`config.mk`:
```
export PLATFORM = sky130hd
export DESIGN_NAME = keypad_priority_encoder
export DESIGN_NICKNAME = d
export VERILOG_FILES = /design/src/rtl/keypad_priority_encoder.sv
export SDC_FILE = /design/constraint.sdc
export NUM_CORES = 1
export LEC_CHECK = 0
export ABC_AREA = 1
export CAP_MARGIN = 20
export CORE_AREA = 2 2 87 89
export CTS_CLUSTER_DIAMETER = 120
export CTS_CLUSTER_SIZE = 14
export DETAILED_ROUTE_END_ITERATION = 16
export DIE_AREA = 0 0 89 91
export DONT_BUFFER_PORTS = 1
export GPL_ROUTABILITY_DRIVEN = 0
export GPL_TIMING_DRIVEN = 0
export MAX_ROUTING_LAYER = met4
export PLACE_DENSITY = 0.38
export SYNTH_ARGS = -nofsm -noshare
export SYNTH_HDL_FRONTEND = slang
export SYNTH_SLANG_ARGS = --single-unit
```
`constraint.sdc`:
```
create_clock -name clk -period 1.71 [get_ports clk]
set_input_delay 0.2565 -clock clk [delete_from_list [all_inputs] [get_ports clk]]
set_output_delay 0.2565 -clock clk [all_outputs]
set_load 0.02 [all_outputs]
```
`src/rtl/keypad_priority_encoder.sv`:
```
// 10-key keypad encoder: 2-flop synchroniser, highest-index priority encode, debounce,
// active-low enable. D holds the accepted BCD digit (4'hF when idle/disabled).
module keypad_priority_encoder #(
  parameter int unsigned DEBOUNCE_CYCLES = 4
) (
  input  logic       clk,
  input  logic       rst,
  input  logic [9:0] keypad,
  input  logic       enablen,
  output logic [3:0] D,
  output logic       valid,
  output logic       key_pulse
);

  localparam logic [3:0] NoKey  = 4'hF;
  localparam logic [7:0] CntMax = 8'(DEBOUNCE_CYCLES);

  logic [9:0] sync1_q, sync2_q;
  logic       enablen_q;
  logic [3:0] raw_code;
  logic [3:0] cand_q, cand_d;
  logic [7:0] cnt_q, cnt_d;
  logic [3:0] code_q, code_d;
  logic       valid_q, valid_d;
  logic       pulse_q, pulse_d;

  // Ascending scan: the last set bit seen (highest index) wins.
  always_comb begin
    raw_code = NoKey;
    for (int i = 0; i < 10; i++) begin
      if (sync2_q[i]) raw_code = 4'(i);
    end
  end

  always_comb begin
    cand_d  = cand_q;
    cnt_d   = cnt_q;
    code_d  = code_q;
    valid_d = valid_q;
    pulse_d = 1'b0;

    if (raw_code != cand_q) begin
      cand_d = raw_code;
      cnt_d  = 8'd1;
    end else if (cnt_q != CntMax) begin
      cnt_d = cnt_q + 8'd1;
    end

    if ((cnt_d == CntMax) && (cand_d != code_q)) begin
      code_d  = cand_d;
      valid_d = (cand_d != NoKey);
      pulse_d = (cand_d != NoKey);
    end

    // Disable acts on the sampling edge; counting only resumes once enablen was low
    // on the previous edge too, so a held key needs a full debounce after re-enable.
    if (enablen || enablen_q) begin
      code_d  = NoKey;
      valid_d = 1'b0;
      pulse_d = 1'b0;
      cnt_d   = 8'd0;
    end
  end

  always_ff @(posedge clk or posedge rst) begin
    if (rst) begin
      sync1_q   <= '0;
      sync2_q   <= '0;
      enablen_q <= 1'b0;
      cand_q    <= NoKey;
      cnt_q     <= 8'd0;
      code_q    <= NoKey;
      valid_q   <= 1'b0;
      pulse_q   <= 1'b0;
    end else begin
      sync1_q   <= keypad;
      sync2_q   <= sync1_q;
      enablen_q <= enablen;
      cand_q    <= cand_d;
      cnt_q     <= cnt_d;
      code_q    <= code_d;
      valid_q   <= valid_d;
      pulse_q   <= pulse_d;
    end
  end

  assign D         = code_q;
  assign valid     = valid_q;
  assign key_pulse = pulse_q;

endmodule

```
==> flow_metrics.env, run 1 <==
export IMPL_max_vdd_ir_drop_mv=0.3563
export IMPL_worst_pin_slew_ns=0.8390
export IMPL_regToRegSetupSlack_ns=-0.14
export IMPL_grt_pass1_vias=1253
export IMPL_clk_pin_slew_ns=0.09
export IMPL_ys_seq_area_share_pct=56.29
export IMPL_worst_setup_path_end_kind="flop"
export IMPL_hold_class="in -> async"
export IMPL_vias=1237
export IMPL_syn_to_final_growth_pct=29.14
export IMPL_via_per_inst=3.830
export IMPL_setup_viol=12
export IMPL_r2r_start="cnt_q[0]$_DFF_PP0_"
export IMPL_initial_core_util_pct=24.54
export IMPL_power_frac_clock_pct=40.3
export IMPL_io_pin_count=19
export IMPL_die_area_um2=8099
export IMPL_clockBufferDepth=2
export IMPL_grt_first_pass_wirelength_um=6106
export IMPL_grtUsageTotal_pct=10.04
export IMPL_crit_arrival_ns=2.09
export IMPL_insertion_delay_ns=0.30
export IMPL_die_w_um=89
export IMPL_combPwrFrac_pct=9.4
export IMPL_sw_frac_of_total_pct=25.76
export IMPL_n_antenna_cell=0
export IMPL_fp_dieH_um=91
export IMPL_pre_cts_ws_ns=-0.2345
export IMPL_htreeDepth=2
export IMPL_syn_cell_area_um2=1752
export IMPL_skew_ns=0.01021
export IMPL_ctsRootBufferMaster="clkbuf_8"
export IMPL_firstDrtPassIters=4
export IMPL_status="finished, violations left"
export IMPL_worst_path_max_delay_cell="dfrtp_1"
export IMPL_crit_path_start_kind="flop"
export IMPL_ys_ff_latch=39
export IMPL_leakage_nw=1.061
export IMPL_final_common_cell="nand2_1"
export IMPL_r2r_cells=10
export IMPL_syn_avg_cell_area_um2=9.029
export IMPL_drcViolationCount=0
export IMPL_crit_chain="buf_4 > ha_1 > nand3_1 > nor3_2 > xor2_1 > o211ai_1 > nand2_4 > nand2_4 > nand2_1 > nand2_1"
export IMPL_fin_crit_sh_pct=108.1
export IMPL_final_cell_mix="nand2_1 (47), dfrtp_1 (31), inv_1 (21), nand3_1 (15), nor2_1 (13)"
export IMPL_rsz0062_at_grt="yes"
export IMPL_final_nets=238
export IMPL_fmax_mhz=541.0
export IMPL_drv_cap=0
export IMPL_max_stage_delay_ns=0.41
export IMPL_holdWs_ns=-0.003578
export IMPL_dp_hpwl_um=2290
export IMPL_setup_worst_path_start="cnt_q[0]$_DFF_PP0_"
export IMPL_power_density_nw_per_um2=890.8
export IMPL_routed_wl_um=3402
export IMPL_cts_sinks=39
export IMPL_nFillCells=777
export IMPL_r2r_end="D[2]$_DFFE_PP1P_"
export IMPL_cts_buffers=5
export IMPL_fin_crit_ns=1.848
export IMPL_synthCells=194
export IMPL_use_met1_pct=13.42
export IMPL_slew_limit_headroom_pct=43.99
export IMPL_grt_util_met2_pct=14.24
export IMPL_cts_tree="yes"
export IMPL_wl_per_cell_um=10.53
export IMPL_critPathRequiredTime_ns=1.95
export IMPL_setup_slack_ns=-0.1383
export IMPL_synth_nets=209
export IMPL_core_rowCount=31
export IMPL_grt_max_degree=40
export IMPL_hold_buffers=11
export IMPL_tns_ns=-1.214
export IMPL_cp_max_fo=7
export IMPL_final_antenna_net_count=0
export IMPL_endpoint="D[2]$_DFFE_PP1P_"
export IMPL_antenna_found_initial=0
export IMPL_core_um2=7137
export IMPL_violations="negative hold slack, negative setup slack"
export IMPL_slew_violations=0
export IMPL_internal_power_w=0.001496
export IMPL_worstSetupPathType="reg -> reg"
export IMPL_hold_viol=4
export IMPL_synth_cell_types=23
export IMPL_met3_usage_pct=3.091
export IMPL_p_seq_share_pct=50.4
export IMPL_detail_route_iter0_violations=49
export IMPL_yosys_warnings=0
export IMPL_top_usage_layer="met2"
export IMPL_power_switching_w=0.0005191
export IMPL_place_port_buffers=0
export IMPL_drive_above_1_share_pct=31.25
export IMPL_grt_overflow_total=0
==> area by class of cell <==
type / count / area, um^2 / area share [%]
inverters: 32 / 120.1 / 5.310
plain buffers: 1 / 3.754 / 0.1659
well taps: 99 / 123.9 / 5.476
multi-input cells: 122 / 719.4 / 31.80
flip-flops and latches: 39 / 985.9 / 43.58
clock buffers: 5 / 68.82 / 3.042
clock inverters: 3 / 47.55 / 2.102
repair buffers: 22 / 192.7 / 8.518
==> cell usage after synthesis (all sizes together) <==
cell type	number	area, um^2
nand3b	1	7.510
ha	2	25.02
inv	32	120.1
xnor2	2	17.52
mux2i	1	10.01
nand4	2	27.53
nand3	16	80.08
nand2	61	259.0
dfrtp	31	775.7
xor2	6	52.55
o21ai	2	13.76
nor3	3	15.01
clkbuf	1	3.750
o211ai	1	7.510
nor2	25	126.4
dfstp	8	210.2
==> per-layer routing <==
layer | vias up | wire [um] | share of wire (%)
met1 | 567 | 1700 | 50
met4 | 0 | 58 | 1.7
li1 | 643 | - | -
met3 | 4 | 130 | 3.8
met2 | 23 | 1513 | 44
met5 | - | 0 | 0
==> state kept, by name, summed over array words and instances, names as in the netlist <==
register	cells
D	4
key_pulse	1
sync1_q	10
valid	1
cnt_q	8
sync2_q	10
enablen_q	1
cand_q	4
==> per-stage QoR <==
step	total power (W)	hold slack (ns)	utilization, %	instances	area [um^2]
2_1_floorplan	0.001141	0.2879	-	194	1757
3_3_place_gp	0.001176	0.2880	26.35	293	1881
3_5_place_dp	0.001177	0.2880	26.35	293	1881
4_1_cts	0.002033	0.009122	30.47	318	2175
5_1_grt	0.002137	-0.003212	31.70	323	2262
6_report	0.002015	-0.003578	31.70	323	2262
==> kinds of logic (layout without fill, tap and decap cells) <==
kind of cell / Yosys count / count (layout) / synth area share (%)
adders and majority gates: 2 / 2 / 1.428
xor gates and xnor gates: 8 / 8 / 4.000
buffers and inverters: 33 / 63 / 7.071
muxes: 1 / 1 / 0.5715
and+or+nand+nor: 108 / 108 / 29.43
AOI/OAI and AO/OA: 3 / 3 / 1.214
DFF: 39 / 39 / 56.29
==> critical path, delay by kind of cell (launching register included) <==
family	cells	cell delay [ns]
adder cells (fa/ha/maj)	1	0.22
buffers and inverters	1	0.15
XOR/XNOR	1	0.17
flip-flops	1	0.41
AO/OA/AOI/OAI	1	0.29
AND/OR/NAND/NOR	6	0.58
==> timing repair <==
action	CTS	global route
cloned	0	0
resized for setup	6	17
endpoints found under the setup margin	11	13
hold endpoints to repair	11	1
buffers inserted	6	5
pin swaps	9	20
==> power groups by stage <==
| stage | Combinational [W] | Clock (W) | Sequential (W) |
|---|---|---|---|
| after detailed placement | 0.000144 | 0 | 0.00103 |
| after global placement | 0.000144 | 0 | 0.00103 |
| after global routing | 0.000218 | 0.000896 | 0.00102 |
| after CTS | 0.000173 | 0.000844 | 0.00102 |
| final | 0.000188 | 0.000812 | 0.00102 |
| after floorplan | 0.000116 | 0 | 0.00102 |
==> worst min path at each step <==
stage | slack, ns | startpoint | cells past startpoint | end
floorplan | 0.29 | enablen | 0 | enablen_q$_DFF_PP0_
global placement | 0.29 | keypad[6] | 0 | sync1_q[6]$_DFF_PP0_
detailed placement | 0.29 | keypad[3] | 0 | sync1_q[3]$_DFF_PP0_
CTS | 0.009 | enablen | 1 | cnt_q[6]$_DFF_PP0_
global route | -0.003 | enablen | 1 | cnt_q[6]$_DFF_PP0_
finish | -0.004 | rst | 1 | sync1_q[6]$_DFF_PP0_
(Power assumes the default switching activity.)
==> run 2, diff against run 1 <==
--- a/config.mk
+++ b/config.mk
@@ -6,7 +6,7 @@
 export NUM_CORES = 1
 export LEC_CHECK = 0
 export ABC_AREA = 1
-export CAP_MARGIN = 20
+export CAP_MARGIN = 40
 export CORE_AREA = 2 2 87 89
 export CTS_CLUSTER_DIAMETER = 120
 export CTS_CLUSTER_SIZE = 14
@@ -17,6 +17,7 @@
 export GPL_TIMING_DRIVEN = 0
 export MAX_ROUTING_LAYER = met4
 export PLACE_DENSITY = 0.38
+export SKIP_CTS_REPAIR_TIMING = 1
 export SYNTH_ARGS = -nofsm -noshare
 export SYNTH_HDL_FRONTEND = slang
 export SYNTH_SLANG_ARGS = --single-unit
==> run 2 against run 1 <==
  * Cell count is 0.93% higher
  * Critical path type unchanged
  * Setup slack lost 0.056 ns
  * Non-clock buffer count up 3
  * The run ends with negative setup slack left
  * First-iteration DRC count is 29% higher
  * Design area increased by 0.50%
  * Global-route usage shrank 0.27 points
  * Core utilization up 0.16 points
  * Clock power shrank 19%
  * Die area unchanged
  * Register-to-register slack worse by 0.06 ns
==> flow_metrics.env, run 2 (synthesis results as in run 1) <==
export IMPL_use_met1_pct=13.19
export IMPL_cp_max_fo=7
export IMPL_final_core_util_pct=31.85
export IMPL_initial_core_util_pct=24.54
export IMPL_ctsRootBufferMaster="clkbuf_8"
export IMPL_worstSetupPathType="reg -> reg"
export IMPL_hold_class="in -> reg"
export IMPL_io_pin_count=19
export IMPL_fin_cells=326
export IMPL_syn_to_final_growth_pct=29.79
export IMPL_final_antenna_net_count=0
export IMPL_critPathRequiredTime_ns=1.95
export IMPL_status="finished, violations left"
export IMPL_wl_per_cell_um=10.34
export IMPL_power_density_nw_per_um2=822.1
export IMPL_violations="negative setup slack"
export IMPL_rsz0062_at_grt="yes"
export IMPL_final_cell_mix="nand2_1 (50), dfrtp_1 (31), inv_1 (21), nand3_1 (15), nor2_1 (15)"
export IMPL_skew_ns=0.003300
export IMPL_detail_route_iter0_violations=63
export IMPL_core_um2=7137
export IMPL_fp_dieH_um=91
export IMPL_fin_crit_sh_pct=111.4
export IMPL_slew_violations=0
export IMPL_die_area_um2=8099
export IMPL_drive_above_1_share_pct=28.63
export IMPL_grtUsageTotal_pct=9.770
export IMPL_crit_path_start_kind="flop"
export IMPL_grt_overflow_total=0
export IMPL_final_nets=241
export IMPL_drcViolationCount=0
export IMPL_holdWs_ns=0.2891
export IMPL_top_usage_layer="met1"
export IMPL_routed_wl_um=3371
export IMPL_vias=1227
export IMPL_multi_input_area_um2=709.4
export IMPL_fmax_mhz=525.2
export IMPL_clk_pin_slew_ns=0.08
export IMPL_antenna_found_initial=0
export IMPL_firstDrtPassIters=4
export IMPL_hold_viol=0
export IMPL_die_w_um=89
export IMPL_met3_usage_pct=3.364
export IMPL_slew_limit_headroom_pct=69.05
export IMPL_setup_viol=6
export IMPL_crit_arrival_ns=2.15
export IMPL_max_vdd_ir_drop_mv=0.3254
export IMPL_top_regs="sync1_q (10), sync2_q (10), cnt_q (8)"
export IMPL_cts_sinks=39
export IMPL_n_antenna_cell=0
export IMPL_grt_util_met2_pct=13.06
export IMPL_place_port_buffers=0
export IMPL_core_rowCount=31
export IMPL_clockBufferDepth=2
export IMPL_pre_cts_ws_ns=-0.2353
export IMPL_drv_cap=0
export IMPL_seq_area_um2=985.9
export IMPL_worst_pin_slew_ns=0.4626
export IMPL_dp_hpwl_um=2387
export IMPL_leakage_nw=1.064
export IMPL_place_inst=294
export IMPL_via_per_inst=3.764
export IMPL_grt_first_pass_wirelength_um=5823
export IMPL_insertion_delay_ns=0.30
export IMPL_setup_slack_ns=-0.1941
export IMPL_cts_buffers=5
export IMPL_nFillCells=772
export IMPL_cts_tree="yes"
export IMPL_fin_crit_ns=1.904
export IMPL_final_common_cell="nand2_1"
export IMPL_grt_pass1_vias=1163
export IMPL_grt_max_degree=23
export IMPL_worst_setup_path_end_kind="flop"
export IMPL_htreeDepth=2
## run 2: cell types whose count changed in the layout (fill, tap and decap cells not counted), sizes merged
cell,before,now
buf,11,13
bufinv,1,0
clkinv,1,0
clkinvlp,0,2
dlygate4sd3,11,12
## run 2: report_power, final
| group | leakage [nW] | internal (W) | total [W] | switching, W |
|---|---|---|---|---|
| clock network | 0.0408 | 0.000292 | 0.000655 | 0.000363 |
| logic | 0.556 | 0.0000874 | 0.000199 | 0.000111 |
| registers | 0.467 | 0.000974 | 0.00102 | 0.0000417 |
## run 2: layer usage
metal  wire [um]  share of wire, %  vias to the layer above
met5           0                 0                        -
met4          79               2.3                        0
met3         116               3.4                        7
met2        1459                43                       16
met1        1715                51                      561
li1            -                 -                      643
## run 2: final timing paths
check | from | end | slack [ns] | cells past startpoint
min in group asynchronous | rst | sync1_q[6]$_DFF_PP0_ | 0.41 | 2
setup / recovery | cnt_q[1]$_DFF_PP0_ | D[2]$_DFFE_PP1P_ | -0.19 | 13
max in group asynchronous | rst | cand_q[3]$_DFF_PP1_ | 0.75 | 3
setup reg to reg | cnt_q[1]$_DFF_PP0_ | D[2]$_DFFE_PP1P_ | -0.19 | 13
hold / removal | enablen | D[0]$_DFFE_PP1P_ | 0.29 | 4
hold reg to reg | sync1_q[4]$_DFF_PP0_ | sync2_q[4]$_DFF_PP0_ | 0.35 | 0
## run 2: metrics by stage
step	TNS [ns]	total power [W]	cell area [um^2]
6_report	-1.063	0.001869	2273
2_1_floorplan	0	0.001141	1757
4_1_cts	-1.991	0.001858	2001
5_1_grt	-2.670	0.001995	2273
3_3_place_gp	-1.572	0.001176	1881
3_5_place_dp	-1.650	0.001185	1908
## run 2: critical path, cell delays in order, from the launching register on
cell and delay [ns]:
dfrtp_1 0.41, inv_2 0.08, ha_4 0.14, nand3_4 0.08, nor2_4 0.17, mux2i_1 0.24, nand2_1 0.09, nor2_1 0.12
nand2_1 0.10, nor2_4 0.13, nand2_4 0.09, nand2_4 0.10, nand2_1 0.06, nand2_1 0.06
## run 2: area by class of cell
cell class	count	area share [%]
flip-flops and latches	39	43.37
inverters	32	5.283
plain buffers	1	0.1651
multi-input cells	122	31.21
repair buffers	25	10.46
clock buffers	5	3.027
clock inverters	3	1.046
well taps	99	5.449
==> RTL edit 1: new RTL, settings of run 1 <==
Make the reset (`rst`) synchronous in one clocked block.
--- a/src/rtl/keypad_priority_encoder.sv
+++ b/src/rtl/keypad_priority_encoder.sv
@@ -62,7 +62,7 @@
     end
   end
 
-  always_ff @(posedge clk or posedge rst) begin
+  always_ff @(posedge clk) begin
     if (rst) begin
       sync1_q   <= '0;
       sync2_q   <= '0;
Behaviour: differs if rst is asserted again (counterexample within 10 cycles, from zero or initial values and one cycle with rst high); with rst held inactive, the same outputs for 10 cycles.
==> RTL edit 1 against run 1 <==
  * The run ends with negative setup slack left
  * Clock skew shrank 0.0046 ns
  * Wire length down 7.9%
  * Worst setup slack improved by 0.011 ns
  * Via count rose by 6.5%
  * Total power is 1.5% higher
  * Combinational power decreased by 3%
  * Design area down 5.2%
  * Global-route usage shrank 1.0 points
  * Clock power increased by 12%
  * Synthesized area down 5.5%
  * Sequential cell count is the same
  * Critical path type unchanged
  * Critical endpoint is now D[1]
  * Largest cell class unchanged
  * Highest routed layer unchanged
==> RTL edit 1: results (changes against run 1) <==
Netlist cell types: 27 (+17%)
Sequential cells: 39 (unchanged)
Multi-input gates: 135 (+11%)
Count of non-CTS buffers in the layout: 18 (-22%)
R2r worst-path depth: 13 (+3)
Fill cell instance count of the final layout: 809 (+4.1%)
Sum of negative setup slack: -0.614 ns (+0.599 ns)
Synth area leaders: sky130_fd_sc_hd__dfxtp_1 (47%), sky130_fd_sc_hd__inv_1 (11%), sky130_fd_sc_hd__nand2_1 (9.8%)
Register area: 790 um2 (-20%)
All-Layer GR Usage: 9.04% (-1.0 points)
Worst voltage drop across the vdd grid: 0.000399 V (+12%)
Layout clock buffers: 6 (+1)
LEAKAGE: 0.000977 uW (-7.9%)
Violations in the final reports: negative setup slack
Share of post-route cells with drive strength above 1: 24.3% (-6.9 points)
Delay of the slowest cell on the worst path: 0.37 ns (-0.04 ns)
Slowest library cell on the worst path: sky130_fd_sc_hd__dfxtp_4
Status: complete, but fails checks
Setup slack after layout: -0.128 ns (+0.0106 ns)
Post-synthesis net count: 243 (+16%)
Fraction of the core area covered by cells at the end of the flow: 30.0% (-1.6 points)
P_clk: 909 uW (+12%)
Filler-free cell count of the finished design: 350 (+8.4%)
# setup viols final: 7 (-5)
Clk tree area frac: 6.18% (+1.0 points)
-- RTL edit 1: cell types whose count changed after synthesis, moves of 3 or more --
| cell | delta |
|---|---|
| sky130_fd_sc_hd__inv_1 | +24 |
| sky130_fd_sc_hd__nand2_2 | -4 |
| sky130_fd_sc_hd__inv_2 | -6 |
| sky130_fd_sc_hd__dfstp_2 | -8 |
| sky130_fd_sc_hd__a21oi_1 | +3 |
| sky130_fd_sc_hd__nand2_1 | -10 |
| sky130_fd_sc_hd__dfrtp_1 | -31 |
| sky130_fd_sc_hd__dfxtp_1 | +39 |
| sky130_fd_sc_hd__nor2_1 | +22 |
-- RTL edit 1: metal layers --
metal | track usage, % | wire [um] | part of all wire (%) | up-vias
met1 | 11.6 | 1520 | 49 | 571
met2 | 12.8 | 1470 | 47 | 26
met4 | 3.86 | 18 | 0.57 | 0
met5 | - | 0 | 0 | -
met3 | 3.18 | 125 | 4.0 | 2
li1 | - | - | - | 718
-- RTL edit 1: path summary, 6_finish.rpt --
kind	end	start
max	D[1]	cnt_q[0]
min	sync2_q[0]	rst
max reg2reg	D[1]	cnt_q[0]
min reg2reg	sync2_q[4]	sync1_q[4]
-- RTL edit 1: cells by family (layout without fill, tap and decap cells) --
family / count (synthesis) / in the layout / synth area share [%]
AOI/OAI and AO/OA: 9 / 9 / 3.48
xor gates and xnor gates: 7 / 7 / 3.70
adders and majority gates: 2 / 2 / 1.51
buffers and inverters: 54 / 77 / 12.5
DFF: 39 / 39 / 47.2
and+or+nand+nor: 117 / 117 / 31.7
-- RTL edit 1: repair_timing --
action | CTS | global route
setup buffers | 12 | 3
setup endpoints to repair | 13 | 13
pin swaps | 13 | 12
resized for setup | 25 | 11
==> RTL edit 2: new RTL, flow settings as in run 1 <==
Made on the original files. Put one more register stage on the output `D`. The value now appears one clock later. The other outputs are not delayed to match.
--- a/src/rtl/keypad_priority_encoder.sv
+++ b/src/rtl/keypad_priority_encoder.sv
@@ -84,7 +84,9 @@
     end
   end
 
-  assign D         = code_q;
+  always_ff @(posedge clk) begin
+    D <= code_q;
+  end
   assign valid     = valid_q;
   assign key_pulse = pulse_q;
 
Behaviour: not the same (a bounded check fails within 10 cycles, from zero or initial values and one cycle with rst high).
==> RTL edit 2 against run 1 <==
  * The run ends with negative setup slack left
  * Highest routed layer unchanged
  * Sequential share of layout area rose by 1.9 points
  * Wire length is 3.5% lower
  * Critical path depth is 4 higher
  * Final cell count increased by 0.62%
  * Design area increased by 3.7%
  * Count of clock-buffer cells in the layout unchanged
  * Worst setup slack better by 0.013 ns
  * Sequential cell count up 4
  * First-iteration DRC count fell by 51%
  * Total power increased by 10%
  * Maximum frequency increased by 0.72%
  * Synthesized area grew 2.9%
==> RTL edit 2: results (changes against run 1) <==
LEAKAGE: 0.00110 uW (+3.7%)
Worst clock skew on the final layout: 0.00539 ns (-0.00481 ns)
Detailed router's first-iteration violation count: 24 (-51%)
Final non-clock buffer share: 9.17% (+0.49 points)
Share of synthesized flip-flops with an asynchronous set or reset: 90.7% (-9.3 points)
Rel. slew slack: 44.7% (+0.71 points)
Inverter count of the layout excluding clock inverters: 35 (+9.4%)
Netlist cell types: 26 (+13%)
Post-synthesis share of cell area spent on full adders, half adders and majority gates: 1.39% (-0.040 points)
Number of sinks driven by the clock tree: 43 (+10%)
Met1 global-route usage: 10.7% (-2.7 points)
Fraction of area in registers: 45.4% (+1.9 points)
All-Layer GR Usage: 9.22% (-0.82 points)
Setup slack after layout: -0.125 ns (+0.0133 ns)
Wl on met1: 1550 um (-8.6%)
Multi-input gate share of total cell area: 28.7% (-3.1 points)
Synthesized-area fraction occupied by ao, oa, aoi and oai cells: 1.67% (+0.45 points)
Status: complete, but fails checks
Count of non-CTS buffers in the layout: 25 (+8.7%)
Clk tree area frac: 5.81% (+0.67 points)
# setup viols final: 13 (+1)
Most frequent cells after synthesis: sky130_fd_sc_hd__nand2_1 (52), sky130_fd_sc_hd__dfrtp_1 (31), sky130_fd_sc_hd__inv_1 (24)
Largest fanout of any net on the critical path: 6 (-1)
Share of synthesized area spent on multiplexers: 0% (-0.57 points)
Worst-case hold slack: 0.00435 ns (+0.00793 ns)
Cell Area, Placed: 1930 um2 (+2.7%)
Wirelength per Cell: 10.1 um (-4.1%)
Via count of the first global-routing pass: 1307 (+4.3%)
Sum of negative setup slack: -0.768 ns (+0.446 ns)
M3 GR Usage: 2.73% (-0.36 points)
Worst voltage drop across the vdd grid: 0.000448 V (+26%)
Multi-input gates: 115 (-5.7%)
Endpoint of the worst register-to-register path: code_q[0]
Net count reported at finish: 240 (+0.84%)
Delay of the slowest cell on the worst path: 0.43 ns (+0.02 ns)
DR WL met2: 1610 um (+6.7%)
Switching part of the total power: 21.9% (-3.8 points)
Overall via count from detail_route: 1234 (-0.24%)
Xor-xnor portion of the synthesized cell area: 2.43% (-1.6 points)
Violations in the final reports: negative setup slack
[RTL edit 2: cell types whose count changed after synthesis, moves of 2 or more]
cell,run 1,this run
sky130_fd_sc_hd__nand3_2,0,2
sky130_fd_sc_hd__nand3_1,16,14
sky130_fd_sc_hd__o21bai_1,0,2
sky130_fd_sc_hd__nand2_2,6,2
sky130_fd_sc_hd__dfxtp_1,0,4
sky130_fd_sc_hd__nand4_1,1,4
sky130_fd_sc_hd__nor2_1,18,16
sky130_fd_sc_hd__inv_1,26,24
sky130_fd_sc_hd__inv_2,6,10
sky130_fd_sc_hd__xor2_1,6,3
sky130_fd_sc_hd__nor3_1,3,0
[RTL edit 2: metrics by stage]
stage / instances / worst slack [ns] / total power, uW / util [%]
after floorplan: 194 / 0.0146 / 1220 / -
after CTS: 324 / -0.150 / 2260 / 32.4
after global placement: 293 / -0.197 / 1250 / 27.1
after detailed placement: 293 / -0.190 / 1260 / 27.1
final: 325 / -0.125 / 2220 / 32.9
after global routing: 325 / -0.293 / 2320 / 32.9
[RTL edit 2: repair_timing]
| action | CTS | global route |
|---|---|---|
| pin swaps | 14 | 6 |
| hold endpoints to repair | 11 | 0 |
| hold buffers | 11 | 0 |
| cloned | 0 | 0 |
| buffers inserted | 13 | 1 |
| endpoints found under the setup margin | 13 | 14 |
| gates resized for setup | 16 | 7 |
[RTL edit 2: worst max-delay path by stage]
stage / from / endpoint / slack (ns)
finish: cnt_q[0] / code_q[0] / -0.13
global route: sync2_q[0] / code_q[2] / -0.29
CTS: cnt_q[0] / code_q[2] / -0.15
detailed placement: sync2_q[0] / code_q[0] / -0.19
global placement: cnt_q[0] / code_q[2] / -0.20
floorplan: cnt_q[0] / valid / 0.01
